File: src/rtl/uart_cmd_pkg.sv
// Shared definitions for the UART configuration-command parser:
// FSM encoding, rejection codes, default frame markers and the checksum step.
package uart_cmd_pkg;

   typedef enum logic [2:0] {
      ST_IDLE   = 3'd0,
      ST_CHAN   = 3'd1,
      ST_ADDER  = 3'd2,
      ST_AMPL   = 3'd3,
      ST_CSUM   = 3'd4,
      ST_EOM    = 3'd5,
      ST_COMMIT = 3'd6
   } state_t;

   localparam logic [2:0] ERR_NONE    = 3'd0;
   localparam logic [2:0] ERR_EOM     = 3'd1;
   localparam logic [2:0] ERR_CSUM    = 3'd2;
   localparam logic [2:0] ERR_CHAN    = 3'd3;
   localparam logic [2:0] ERR_LINE    = 3'd4;
   localparam logic [2:0] ERR_TIMEOUT = 3'd5;

   localparam logic [7:0] DEFAULT_SOM = 8'd153;
   localparam logic [7:0] DEFAULT_EOM = 8'd235;

   function automatic logic [7:0] csum_step(input logic [7:0] i_acc, input logic [7:0] i_byte);
      return i_acc ^ i_byte;
   endfunction

endpackage

File: src/rtl/uart_cmd_bank.sv
// Live per-channel DDS register bank; one write port, flattened outputs and
// a registered one-cycle update strobe on the written channel.
module uart_cmd_bank
   import uart_cmd_pkg::*;
#(
   parameter int          NUM_CHANNELS = 4,
   parameter int          ADDER_WIDTH  = 32,
   parameter int          AMPL_WIDTH   = 32,
   parameter logic [31:0] RESET_ADDER  = 32'd1000000,
   parameter logic [31:0] RESET_AMPL   = 32'd1000000
) (
   input  logic                                 clk,
   input  logic                                 rst,
   input  logic                                 i_wr_en,
   input  logic [7:0]                           i_wr_chan,
   input  logic [ADDER_WIDTH-1:0]               i_wr_adder,
   input  logic [AMPL_WIDTH-1:0]                i_wr_ampl,
   output logic [NUM_CHANNELS*ADDER_WIDTH-1:0]  o_adder_bus,
   output logic [NUM_CHANNELS*AMPL_WIDTH-1:0]   o_amplitude_bus,
   output logic [NUM_CHANNELS-1:0]              o_update_strobe
);

   logic [NUM_CHANNELS*ADDER_WIDTH-1:0] r_adder_bus;
   logic [NUM_CHANNELS*AMPL_WIDTH-1:0]  r_ampl_bus;
   logic [NUM_CHANNELS-1:0]             r_strobe;

   // bank storage and strobe, written only by a validated commit
   always_ff @(posedge clk or posedge rst) begin
      if (rst) begin
         for (int k = 0; k < NUM_CHANNELS; k++) begin
            r_adder_bus[k*ADDER_WIDTH +: ADDER_WIDTH] <= ADDER_WIDTH'(RESET_ADDER);
            r_ampl_bus[k*AMPL_WIDTH +: AMPL_WIDTH]    <= AMPL_WIDTH'(RESET_AMPL);
         end
         r_strobe <= {NUM_CHANNELS{1'b0}};
      end else begin
         for (int k = 0; k < NUM_CHANNELS; k++) begin
            if (i_wr_en && (i_wr_chan == 8'(k))) begin
               r_adder_bus[k*ADDER_WIDTH +: ADDER_WIDTH] <= i_wr_adder;
               r_ampl_bus[k*AMPL_WIDTH +: AMPL_WIDTH]    <= i_wr_ampl;
               r_strobe[k]                               <= 1'b1;
            end else begin
               r_strobe[k] <= 1'b0;
            end
         end
      end
   end

   assign o_adder_bus     = r_adder_bus;
   assign o_amplitude_bus = r_ampl_bus;
   assign o_update_strobe = r_strobe;

endmodule

File: src/rtl/uart_cmd_parser.sv
// Parses SOM/channel/adder/amplitude/[checksum]/EOM frames from the UART RX
// byte stream and commits validated frames atomically into the channel bank.
module uart_cmd_parser
   import uart_cmd_pkg::*;
#(
   parameter int          NUM_CHANNELS   = 4,
   parameter int          ADDER_WIDTH    = 32,
   parameter int          AMPL_WIDTH     = 32,
   parameter logic [7:0]  SOM_BYTE       = DEFAULT_SOM,
   parameter logic [7:0]  EOM_BYTE       = DEFAULT_EOM,
   parameter bit          CHECKSUM_EN    = 1'b1,
   parameter int          TIMEOUT_CYCLES = 50000,
   parameter logic [31:0] RESET_ADDER    = 32'd1000000,
   parameter logic [31:0] RESET_AMPL     = 32'd1000000
) (
   input  logic                                 clk,
   input  logic                                 rst,
   input  logic [7:0]                           from_uart_data,
   input  logic                                 from_uart_valid,
   input  logic                                 from_uart_error,
   output logic                                 from_uart_ready,
   output logic [NUM_CHANNELS*ADDER_WIDTH-1:0]  adder_bus,
   output logic [NUM_CHANNELS*AMPL_WIDTH-1:0]   amplitude_bus,
   output logic [NUM_CHANNELS-1:0]              update_strobe,
   output logic                                 frame_error,
   output logic [2:0]                           error_code,
   output logic [15:0]                          error_count
);

   localparam int               ADDER_BYTES = ADDER_WIDTH / 8;
   localparam int               AMPL_BYTES  = AMPL_WIDTH / 8;
   localparam int               TMO_W       = $clog2(TIMEOUT_CYCLES) + 1;
   localparam logic [TMO_W-1:0] TMO_HIT     = TMO_W'(TIMEOUT_CYCLES - 2);
   localparam logic [2:0]       ADDER_LAST  = 3'(ADDER_BYTES - 1);
   localparam logic [2:0]       AMPL_LAST   = 3'(AMPL_BYTES - 1);

   state_t                 r_state;
   logic [7:0]             r_chan;
   logic [7:0]             r_csum;
   logic [7:0]             r_rx_csum;
   logic [2:0]             r_cnt;
   logic [ADDER_WIDTH-1:0] r_adder_sh;
   logic [AMPL_WIDTH-1:0]  r_ampl_sh;
   logic [TMO_W-1:0]       r_tmo;
   logic                   r_wr_en;
   logic                   r_frame_error;
   logic [2:0]             r_error_code;
   logic [15:0]            r_error_count;

   logic                   w_accept;
   logic                   w_in_frame;
   logic                   w_reject;
   logic [2:0]             w_reject_code;

   assign from_uart_ready = (r_state != ST_COMMIT);
   assign w_accept        = from_uart_valid && from_uart_ready;
   assign w_in_frame      = (r_state != ST_IDLE) && (r_state != ST_COMMIT);

   // rejection decision; line error beats the EOM checks, timeout only on idle cycles
   always_comb begin
      w_reject      = 1'b0;
      w_reject_code = ERR_NONE;
      if (w_in_frame && w_accept && from_uart_error) begin
         w_reject      = 1'b1;
         w_reject_code = ERR_LINE;
      end else if (w_in_frame && w_accept && (r_state == ST_EOM)) begin
         if (from_uart_data != EOM_BYTE) begin
            w_reject      = 1'b1;
            w_reject_code = ERR_EOM;
         end else if (CHECKSUM_EN && (r_csum != r_rx_csum)) begin
            w_reject      = 1'b1;
            w_reject_code = ERR_CSUM;
         end else if ({1'b0, r_chan} >= 9'(NUM_CHANNELS)) begin
            w_reject      = 1'b1;
            w_reject_code = ERR_CHAN;
         end else begin
            w_reject      = 1'b0;
            w_reject_code = ERR_NONE;
         end
      end else if (w_in_frame && !w_accept && (r_tmo == TMO_HIT)) begin
         w_reject      = 1'b1;
         w_reject_code = ERR_TIMEOUT;
      end else begin
         w_reject      = 1'b0;
         w_reject_code = ERR_NONE;
      end
   end

   // frame FSM with shadow registers, timeout counter and error reporting
   always_ff @(posedge clk or posedge rst) begin
      if (rst) begin
         r_state       <= ST_IDLE;
         r_chan        <= 8'd0;
         r_csum        <= 8'd0;
         r_rx_csum     <= 8'd0;
         r_cnt         <= 3'd0;
         r_adder_sh    <= {ADDER_WIDTH{1'b0}};
         r_ampl_sh     <= {AMPL_WIDTH{1'b0}};
         r_tmo         <= {TMO_W{1'b0}};
         r_wr_en       <= 1'b0;
         r_frame_error <= 1'b0;
         r_error_code  <= ERR_NONE;
         r_error_count <= 16'd0;
      end else begin
         r_frame_error <= 1'b0;
         r_wr_en       <= 1'b0;
         if (w_reject) begin
            r_state       <= ST_IDLE;
            r_tmo         <= {TMO_W{1'b0}};
            r_frame_error <= 1'b1;
            r_error_code  <= w_reject_code;
            if (r_error_count != 16'hFFFF) begin
               r_error_count <= r_error_count + 16'd1;
            end
         end else if (r_state == ST_COMMIT) begin
            // shadows stay stable until the next frame's adder bytes, so the bank reads them directly
            r_wr_en <= 1'b1;
            r_state <= ST_IDLE;
         end else if (w_accept) begin
            r_tmo <= {TMO_W{1'b0}};
            case (r_state)
               ST_IDLE: begin
                  if (!from_uart_error && (from_uart_data == SOM_BYTE)) begin
                     r_state <= ST_CHAN;
                  end
               end
               ST_CHAN: begin
                  r_chan  <= from_uart_data;
                  r_csum  <= from_uart_data;
                  r_cnt   <= 3'd0;
                  r_state <= ST_ADDER;
               end
               ST_ADDER: begin
                  r_adder_sh <= (r_adder_sh << 8) | ADDER_WIDTH'(from_uart_data);
                  r_csum     <= csum_step(r_csum, from_uart_data);
                  if (r_cnt == ADDER_LAST) begin
                     r_cnt   <= 3'd0;
                     r_state <= ST_AMPL;
                  end else begin
                     r_cnt <= r_cnt + 3'd1;
                  end
               end
               ST_AMPL: begin
                  r_ampl_sh <= (r_ampl_sh << 8) | AMPL_WIDTH'(from_uart_data);
                  r_csum    <= csum_step(r_csum, from_uart_data);
                  if (r_cnt == AMPL_LAST) begin
                     r_cnt   <= 3'd0;
                     r_state <= CHECKSUM_EN ? ST_CSUM : ST_EOM;
                  end else begin
                     r_cnt <= r_cnt + 3'd1;
                  end
               end
               ST_CSUM: begin
                  r_rx_csum <= from_uart_data;
                  r_state   <= ST_EOM;
               end
               ST_EOM: begin
                  r_state <= ST_COMMIT;
               end
               default: begin
                  r_state <= ST_IDLE;
               end
            endcase
         end else if (w_in_frame) begin
            r_tmo <= r_tmo + TMO_W'(1);
         end else begin
            r_tmo <= {TMO_W{1'b0}};
         end
      end
   end

   uart_cmd_bank #(
      .NUM_CHANNELS (NUM_CHANNELS),
      .ADDER_WIDTH  (ADDER_WIDTH),
      .AMPL_WIDTH   (AMPL_WIDTH),
      .RESET_ADDER  (RESET_ADDER),
      .RESET_AMPL   (RESET_AMPL)
   ) u_bank (
      .clk             (clk),
      .rst             (rst),
      .i_wr_en         (r_wr_en),
      .i_wr_chan       (r_chan),
      .i_wr_adder      (r_adder_sh),
      .i_wr_ampl       (r_ampl_sh),
      .o_adder_bus     (adder_bus),
      .o_amplitude_bus (amplitude_bus),
      .o_update_strobe (update_strobe)
   );

   assign frame_error = r_frame_error;
   assign error_code  = r_error_code;
   assign error_count = r_error_count;

endmodule

File: config.mk
export PLATFORM = sky130hd
export DESIGN_NAME = uart_cmd_parser
export DESIGN_NICKNAME = d
export VERILOG_FILES = /design/src/rtl/uart_cmd_pkg.sv /design/src/rtl/uart_cmd_bank.sv /design/src/rtl/uart_cmd_parser.sv
export SDC_FILE = /design/constraint.sdc
export NUM_CORES = 1
export LEC_CHECK = 0
export CAP_MARGIN = 20
export CORE_ASPECT_RATIO = 0.5
export CORE_UTILIZATION = 52
export CTS_CLUSTER_DIAMETER = 60
export DETAILED_ROUTE_END_ITERATION = 7
export PLACE_DENSITY = 0.8
export SYNTH_ARGS = -nofsm -noshare
export SYNTH_HDL_FRONTEND = slang
export SYNTH_SLANG_ARGS = --single-unit
export TNS_END_PERCENT = 100
File: constraint.sdc
create_clock -name clk -period 16.1 [get_ports clk]
set_input_delay 3.22 -clock clk [delete_from_list [all_inputs] [get_ports clk]]
set_output_delay 3.22 -clock clk [all_outputs]
set_load 0.02 [all_outputs]
==> impl_results.rst, run 1 <==
.. list-table::
   :header-rows: 1

   * - Metric
     - Value
   * - Leading post-synthesis cells by instance count
     - sky130_fd_sc_hd__dfrtp_1, sky130_fd_sc_hd__mux2_2, sky130_fd_sc_hd__dfstp_2
   * - Antenna fix cells
     - 0
   * - Share of synthesized area occupied by flip-flops and latches
     - 63.0%
   * - Power density over the cells
     - 97.7 nW/µm²
   * - Period utilisation layout
     - 36.4%
   * - Inst Count DP
     - 1683
   * - Maximum buffer depth of the clock tree
     - 3
   * - Setup CP Type
     - input pin to register
   * - Combined global-route utilization of all metal layers
     - 24.9%
   * - Initial detailed-routing violation count
     - 584
   * - Switching portion of total power
     - 21.3%
   * - Endpoint arrival time on the critical path
     - 6.26 ns
   * - DRC violations left
     - 8
   * - Area growth from synthesis to layout
     - 29.2%
   * - First-pass iteration count of the detailed router
     - 8
   * - DIE WIDTH
     - 248 µm
   * - Leak
     - 0.00950 µW
   * - Combinational share of power
     - 2.7%
   * - Total negative slack for setup checks
     - 0 ns
   * - Synthesized netlist net count
     - 1058
   * - Antenna violations before repair
     - 0
   * - Hold slack
     - 0.498 ns
   * - DR vias
     - 9803
   * - Post CTS Setup Buffer Count
     - 0
   * - Clock network fraction of design power
     - 45.8%
   * - Most used standard cell by instance count after synthesis
     - sky130_fd_sc_hd__dfrtp_1
   * - Fin cells
     - 1748
   * - Worst Max-Slew Pin Slew
     - 1.06 ns
   * - Hold-critical path depth
     - 1
   * - Number of storage elements in the synthesis netlist
     - 392
   * - Clock-pin slew on the worst setup and hold paths
     - 0.07 ns
   * - Sequential cell area in the final layout
     - 9880 µm²
   * - Hold Crit Class
     - register to register
   * - Final routed wirelength across all metal layers
     - 37.7 mm
   * - H-tree depth
     - 2
   * - Multi-input gate area
     - 5570 µm²
   * - Setup repair after global routing missed its margin
     - no
   * - Fill cell count
     - 1990
   * - Number of maximum-capacitance constraint violations
     - 0
   * - Final worst clock skew
     - 0.0173 ns
   * - Source-to-sink clock delay at the later pin of the worst-skew pair
     - 0.53 ns
   * - Wire length per cell after detailed routing
     - 21.6 µm
   * - R2R Setup Slk
     - 12.74 ns
   * - Internal
     - 1560 µW
   * - Worst slew slack as a fraction of its limit
     - 29.2%
   * - Status
     - finished with violations
   * - Final number of setup-violating endpoints
     - 0
   * - Switching component of the power
     - 421 µW
   * - Final Net Count
     - 1347
   * - CP startpoint kind
     - input pin
   * - Number of hold violations in the final report
     - 0
   * - Root Buffer
     - sky130_fd_sc_hd__clkbuf_16
   * - Post-Synthesis Cells
     - 1042
   * - Post-detailed-route via-to-cell ratio
     - 5.61
   * - Main flop type after synthesis
     - sky130_fd_sc_hd__dfrtp_1
   * - Initial Util
     - 53.4%
   * - Die height
     - 125 µm
   * - Tmin final
     - 5.86 ns
   * - Remaining antenna violation count after routing
     - 0
   * - GRT Residual Overflow
     - 0
   * - Maximum resistive drop on vdd
     - 0.0713 mV
   * - Max Transition Viols Final
     - 0
   * - Avg Cell Area, Syn
     - 15.0 µm²
   * - Max frequency
     - 171 MHz
   * - Gpl congestion
     - 0.863
   * - Top cell type's share of synthesized area
     - 53.6%
   * - I/O pin count
     - 293
   * - Count of port buffers added during placement
     - 292
   * - Wire length of the first global-routing pass
     - 59.6 mm
   * - Cell area after synthesis
     - 15700 µm²
   * - Post-synthesis cell type count
     - 54
   * - Top fanout value on the critical path
     - 32
   * - Die ar.
     - 30900 µm²
   * - TritonCTS clock tree
     - built
   * - Cell row count
     - 44
   * - Detailed Place HPWL
     - 24.9 mm
   * - Maximum number of pins on one net before global-route repair
     - 182
   * - Data required time at the worst endpoint
     - 16.50 ns
   * - Part of the total power dissipated in sequential elements
     - 51.5%
   * - Number of enable flip-flop cells after synthesis
     - 0
   * - Share of layout cells above drive strength 1
     - 35.1%
   * - Number of hold buffers added after cts
     - 0
   * - Post-CTS Resized
     - 0
   * - Clock sinks
     - 392
   * - Count of synthesis-stage warnings from yosys
     - 0
   * - Top post-synthesis cells by area
     - sky130_fd_sc_hd__dfrtp_1, sky130_fd_sc_hd__mux2_2, sky130_fd_sc_hd__dfstp_2
   * - Vias in the first global route
     - 10200
   * - Number of cells on the worst reg-to-reg path
     - 7
   * - Async SR Flop Fraction
     - 100%
   * - Setup crit end kind
     - register
   * - Violations in the final reports
     - design-rule violations
   * - Cts bufs inserted
     - 35
   * - Cell taking the most area after synthesis
     - sky130_fd_sc_hd__dfrtp_1
   * - Standard cell core area
     - 29300 µm²
==> final cells by class <==
type / count / area share [%]
clock buffers: 54 / 5.48
well taps: 391 / 2.41
flip-flops and latches: 392 / 48.8
inverters: 8 / 0.185
multi-input cells: 592 / 27.5
repair buffers: 302 / 14.9
clock inverters: 9 / 0.729
==> logic make-up (layout without fill, tap and decap cells) <==
kind of cell               Yosys count  in the layout  synth area share (%)
muxes                              341            341                  25.2
buffers and inverters               58            373                  1.64
xor gates and xnor gates            24             24                  1.34
adders and majority gates            4              4                 0.319
and+or+nand+nor                    132            132                  4.55
AOI/OAI and AO/OA                   91             91                  3.96
DFF                                392            392                  63.0
==> power by group through the flow <==
stage | Sequential (µW) | Combinational, µW | Clock, µW
global placement | 1040 | 52.6 | 0
floorplan | 1030 | 33.4 | 0
finish | 1020 | 54.3 | 906
CTS | 1020 | 55.0 | 921
global route | 1020 | 61.1 | 962
detailed placement | 1040 | 54.5 | 0
==> layer usage <==
layer,up-vias,global-route usage (%),share of wire (%)
met5,-,0,0
met4,0,7.90,2.8
met3,64,3.64,3.3
met2,211,42.7,52
met1,5214,32.7,42
li1,4314,-,-
==> cell usage in the layout, fill, tap and decap left out, types with 8 or more instances in the layout <==
master,count
sky130_fd_sc_hd__a211oi_1,8
sky130_fd_sc_hd__a21oi_1,13
sky130_fd_sc_hd__a22o_1,15
sky130_fd_sc_hd__and3_1,8
sky130_fd_sc_hd__clkbuf_16,37
sky130_fd_sc_hd__clkbuf_8,12
sky130_fd_sc_hd__clkdlybuf4s50_1,292
sky130_fd_sc_hd__dfrtp_1,336
sky130_fd_sc_hd__dfstp_2,56
sky130_fd_sc_hd__mux2_2,309
sky130_fd_sc_hd__mux2_4,30
sky130_fd_sc_hd__nand2_1,37
sky130_fd_sc_hd__nand3_1,15
sky130_fd_sc_hd__nand4_1,13
sky130_fd_sc_hd__nor2_1,16
sky130_fd_sc_hd__o21ai_0,31
sky130_fd_sc_hd__xnor2_1,9
sky130_fd_sc_hd__xor2_1,15
==> sequential cells by signal (all words and copies together) (netlist names), 3 cells and up <==
signal / cells
u_bank.o_update_strobe: 4
r_adder_sh: 32
u_bank.o_amplitude_bus: 128
r_ampl_sh: 32
r_tmo: 17
r_csum: 8
error_count: 16
r_state: 3
r_rx_csum: 8
r_chan: 8
r_cnt: 3
u_bank.o_adder_bus: 128
error_code: 3
==> final timing paths <==
kind,end,startpoint
max,r_adder_sh[25],from_uart_valid
min,error_count[15],error_count[15]
max reg2reg,r_adder_sh[25],r_tmo[0]
min reg2reg,error_count[15],error_count[15]
max in group asynchronous,u_bank.o_adder_bus[71],rst
min in group asynchronous,u_bank.o_amplitude_bus[59],rst
==> critical path: stages <==
cell and delay, ns:
sky130_fd_sc_hd__clkdlybuf4s50_1 0.64, sky130_fd_sc_hd__o21ba_2 0.23, sky130_fd_sc_hd__a21oi_2 0.68, sky130_fd_sc_hd__nand3_2 0.90
sky130_fd_sc_hd__mux2_2 0.56
==> per-stage QoR <==
stage	setup WS (ns)	util [%]	cell area, µm²	power, µW
floorplan	2.08	-	15700	1060
global placement	9.91	64.7	19000	1090
detailed placement	9.73	64.7	19000	1090
CTS	10.26	68.9	20200	1990
global route	10.04	69.0	20300	2040
finish	10.24	69.0	20300	1980
(Power assumes the default switching activity.)
==> run 2, diff against run 1 <==
==> constraint.sdc (replaced) <==
create_clock -name clk -period 5.99 [get_ports clk]
set_input_delay 1.198 -clock clk [delete_from_list [all_inputs] [get_ports clk]]
set_output_delay 1.198 -clock clk [all_outputs]
set_load 0.02 [all_outputs]
==> run 2 against run 1 <==
The flow still finishes with violations (design-rule violations). Sequential share of layout area is 0.20 points higher. Sequential power rose to 2.7 times the previous value. Global-route usage is 0.054 points higher. Critical path depth unchanged. Largest power group unchanged.
==> impl_results.rst, run 2 (synthesized netlist as in run 1, its figures left out) <==
.. list-table::
   :header-rows: 1

   * - Metric
     - Value
   * - Status
     - finished with violations
   * - Violations in the final reports
     - design-rule violations
   * - Max Transition Viols Final
     - 0 (unchanged)
   * - Remaining antenna violation count after routing
     - 0 (unchanged)
   * - Final worst clock skew
     - 0.0219 ns (+0.00465 ns)
   * - Cts bufs inserted
     - 35 (unchanged)
   * - Maximum number of pins on one net before global-route repair
     - 138 (-24%)
   * - Initial Util
     - 53.4% (unchanged)
   * - Combined global-route utilization of all metal layers
     - 25.0% (+0.054 points)
   * - Source-to-sink clock delay at the later pin of the worst-skew pair
     - 0.53 ns (about the same)
   * - Clock sinks
     - 392 (unchanged)
   * - DIE WIDTH
     - 248 µm (unchanged)
   * - H-tree depth
     - 2 (unchanged)
   * - Wire length per cell after detailed routing
     - 21.7 µm (+0.86%)
   * - DRC violations left
     - 9 (+1)
   * - GRT Residual Overflow
     - 0 (unchanged)
   * - Hold slack
     - 0.495 ns (-0.00298 ns)
   * - Number of hold violations in the final report
     - 0 (unchanged)
   * - Gpl congestion
     - 0.822 (-4.8%)
   * - CP startpoint kind
     - input pin
   * - Core occupancy in the finished layout
     - 68.8% (-0.28 points)
   * - Number of hold buffers added after cts
     - 0 (unchanged)
   * - Initial detailed-routing violation count
     - 596 (+2.1%)
   * - First-pass iteration count of the detailed router
     - 8 (unchanged)
   * - Top fanout value on the critical path
     - 32 (unchanged)
   * - Antenna violations before repair
     - 0 (unchanged)
   * - TritonCTS clock tree
     - built
   * - Cell row count
     - 44 (unchanged)
   * - Antenna fix cells
     - 0 (unchanged)
   * - Period utilisation layout
     - 64.1%
   * - DR vias
     - 9839 (+0.37%)
   * - Maximum buffer depth of the clock tree
     - 3 (unchanged)
   * - Beginning of the critical path
     - from_uart_valid
   * - Wire length of the first global-routing pass
     - 59.9 mm (+0.46%)
   * - Die height
     - 125 µm (unchanged)
   * - Count of port buffers added during placement
     - 292 (unchanged)
   * - Vias in the first global route
     - 10100 (-0.60%)
   * - Setup crit end kind
     - register
   * - Tmin final
     - 3.84 ns
   * - Endpoint arrival time on the critical path
     - 4.23 ns (-2.03 ns)
   * - Max frequency
     - 260 MHz
   * - Leak
     - 0.00946 µW (-0.42%)
   * - Clock-pin slew on the worst setup and hold paths
     - 0.07 ns (about the same)
   * - Worst slew slack as a fraction of its limit
     - 26.0% (-3.2 points)
   * - Post CTS Setup Buffer Count
     - 0 (unchanged)
   * - Startpoint of the worst hold path
     - r_cnt[2]
   * - Origin of the critical flop-to-flop path
     - r_tmo[0]
   * - Share of layout cells above drive strength 1
     - 35.0% (-0.13 points)
   * - Post-detailed-route via-to-cell ratio
     - 5.62 (+0.25%)
   * - I/O pin count
     - 293 (unchanged)
   * - Setup CP Type
     - input pin to register
   * - Root Buffer
     - sky130_fd_sc_hd__clkbuf_16
   * - Final Net Count
     - 1349 (+0.15%)
   * - Worst Max-Slew Pin Slew
     - 1.11 ns (+0.0479 ns)
   * - Most frequent cells in the layout
     - sky130_fd_sc_hd__dfrtp_1, sky130_fd_sc_hd__mux2_2, sky130_fd_sc_hd__clkdlybuf4s50_1, sky130_fd_sc_hd__dfstp_2
   * - Data required time at the worst endpoint
     - 6.38 ns (-10.12 ns)
   * - Number of maximum-capacitance constraint violations
     - 0 (unchanged)
   * - Die ar.
     - 30900 µm² (unchanged)
   * - Most frequent standard cell in the layout excluding fill and tap cells
     - sky130_fd_sc_hd__dfrtp_1
   * - Final number of setup-violating endpoints
     - 0 (unchanged)
   * - Fill cell count
     - 2020 (+1.5%)
   * - Setup repair after global routing missed its margin
     - no
   * - Final routed wirelength across all metal layers
     - 38.1 mm (+0.97%)
   * - Maximum resistive drop on vdd
     - 0.163 mV (+130%)
   * - Standard cell core area
     - 29300 µm² (unchanged)
   * - Power density over the cells
     - 257 nW/µm² (+160%)
   * - Post-CTS Resized
     - 0 (unchanged)
   * - Detailed Place HPWL
     - 25.4 mm (+2.0%)
   * - Hold Crit Class
     - register to register
   * - Area growth from synthesis to layout
     - 28.7%
[run 2: cell types whose count changed in the layout (fill, tap and decap cells not counted), sizes merged]
cell / before / now
buf: 10 / 11
bufinv: 4 / 1
clkbuf: 54 / 57
clkinv: 4 / 5
clkinvlp: 1 / 2
inv: 8 / 7
[run 2: critical path: stages]
cell                              delay [ns]
sky130_fd_sc_hd__clkdlybuf4s50_1        0.65
sky130_fd_sc_hd__o21ba_2                0.22
sky130_fd_sc_hd__a21oi_2                0.69
sky130_fd_sc_hd__nand3_2                0.88
sky130_fd_sc_hd__mux2_2                 0.56
[run 2: power by group]
part / switching, µW / internal [µW]
Sequential: 59.4 / 2680
Combinational: 93.9 / 53.8
Clock: 981 / 1310
[run 2: area by class of cell]
| cell class | instances | area (µm²) | area share, % |
|---|---|---|---|
| Sequential cell | 392 | 9880 | 49.0 |
| Timing Repair Buffer | 304 | 3040 | 15.1 |
| Clock inverter | 7 | 62.6 | 0.310 |
| Multi-Input combinational cell | 592 | 5570 | 27.6 |
| Clock buffer | 56 | 1110 | 5.49 |
| Tap cell | 391 | 489 | 2.42 |
| Inverter | 8 | 33.8 | 0.167 |
[run 2: path summary, 6_finish.rpt]
path                                               to  slack [ns]  cells after the start
max in group asynchronous               r_ampl_sh[22]        3.60                      3
max reg2reg                            r_adder_sh[27]        2.63                      7
min                                          r_cnt[2]        0.50                      1
min in group asynchronous  u_bank.o_amplitude_bus[27]        1.23                      2
min reg2reg                                  r_cnt[2]        0.50                      1
max                                    r_adder_sh[27]        2.15                      5
[run 2: layer usage]
metal | global-route usage [%] | wire length, µm | part of all wire (%)
met5 | 0 | 0 | 0
met4 | 9.71 | 1340 | 3.5
met3 | 3.92 | 1440 | 3.8
met2 | 41.4 | 19200 | 50
met1 | 33.1 | 16100 | 42
[run 2: metrics by stage]
| step | total power (µW) | TNS [ns] | worst slack [ns] | area, µm² | instances |
|---|---|---|---|---|---|
| after floorplan | 2860 | -146.55 | -0.436 | 15700 | 1042 |
| after global placement | 2930 | 0 | 1.87 | 19000 | 1686 |
| after detailed placement | 2940 | 0 | 1.71 | 19000 | 1686 |
| after CTS | 5220 | 0 | 2.21 | 20200 | 1749 |
| after global routing | 5350 | 0 | 1.98 | 20200 | 1750 |
| final | 5180 | 0 | 2.15 | 20200 | 1750 |
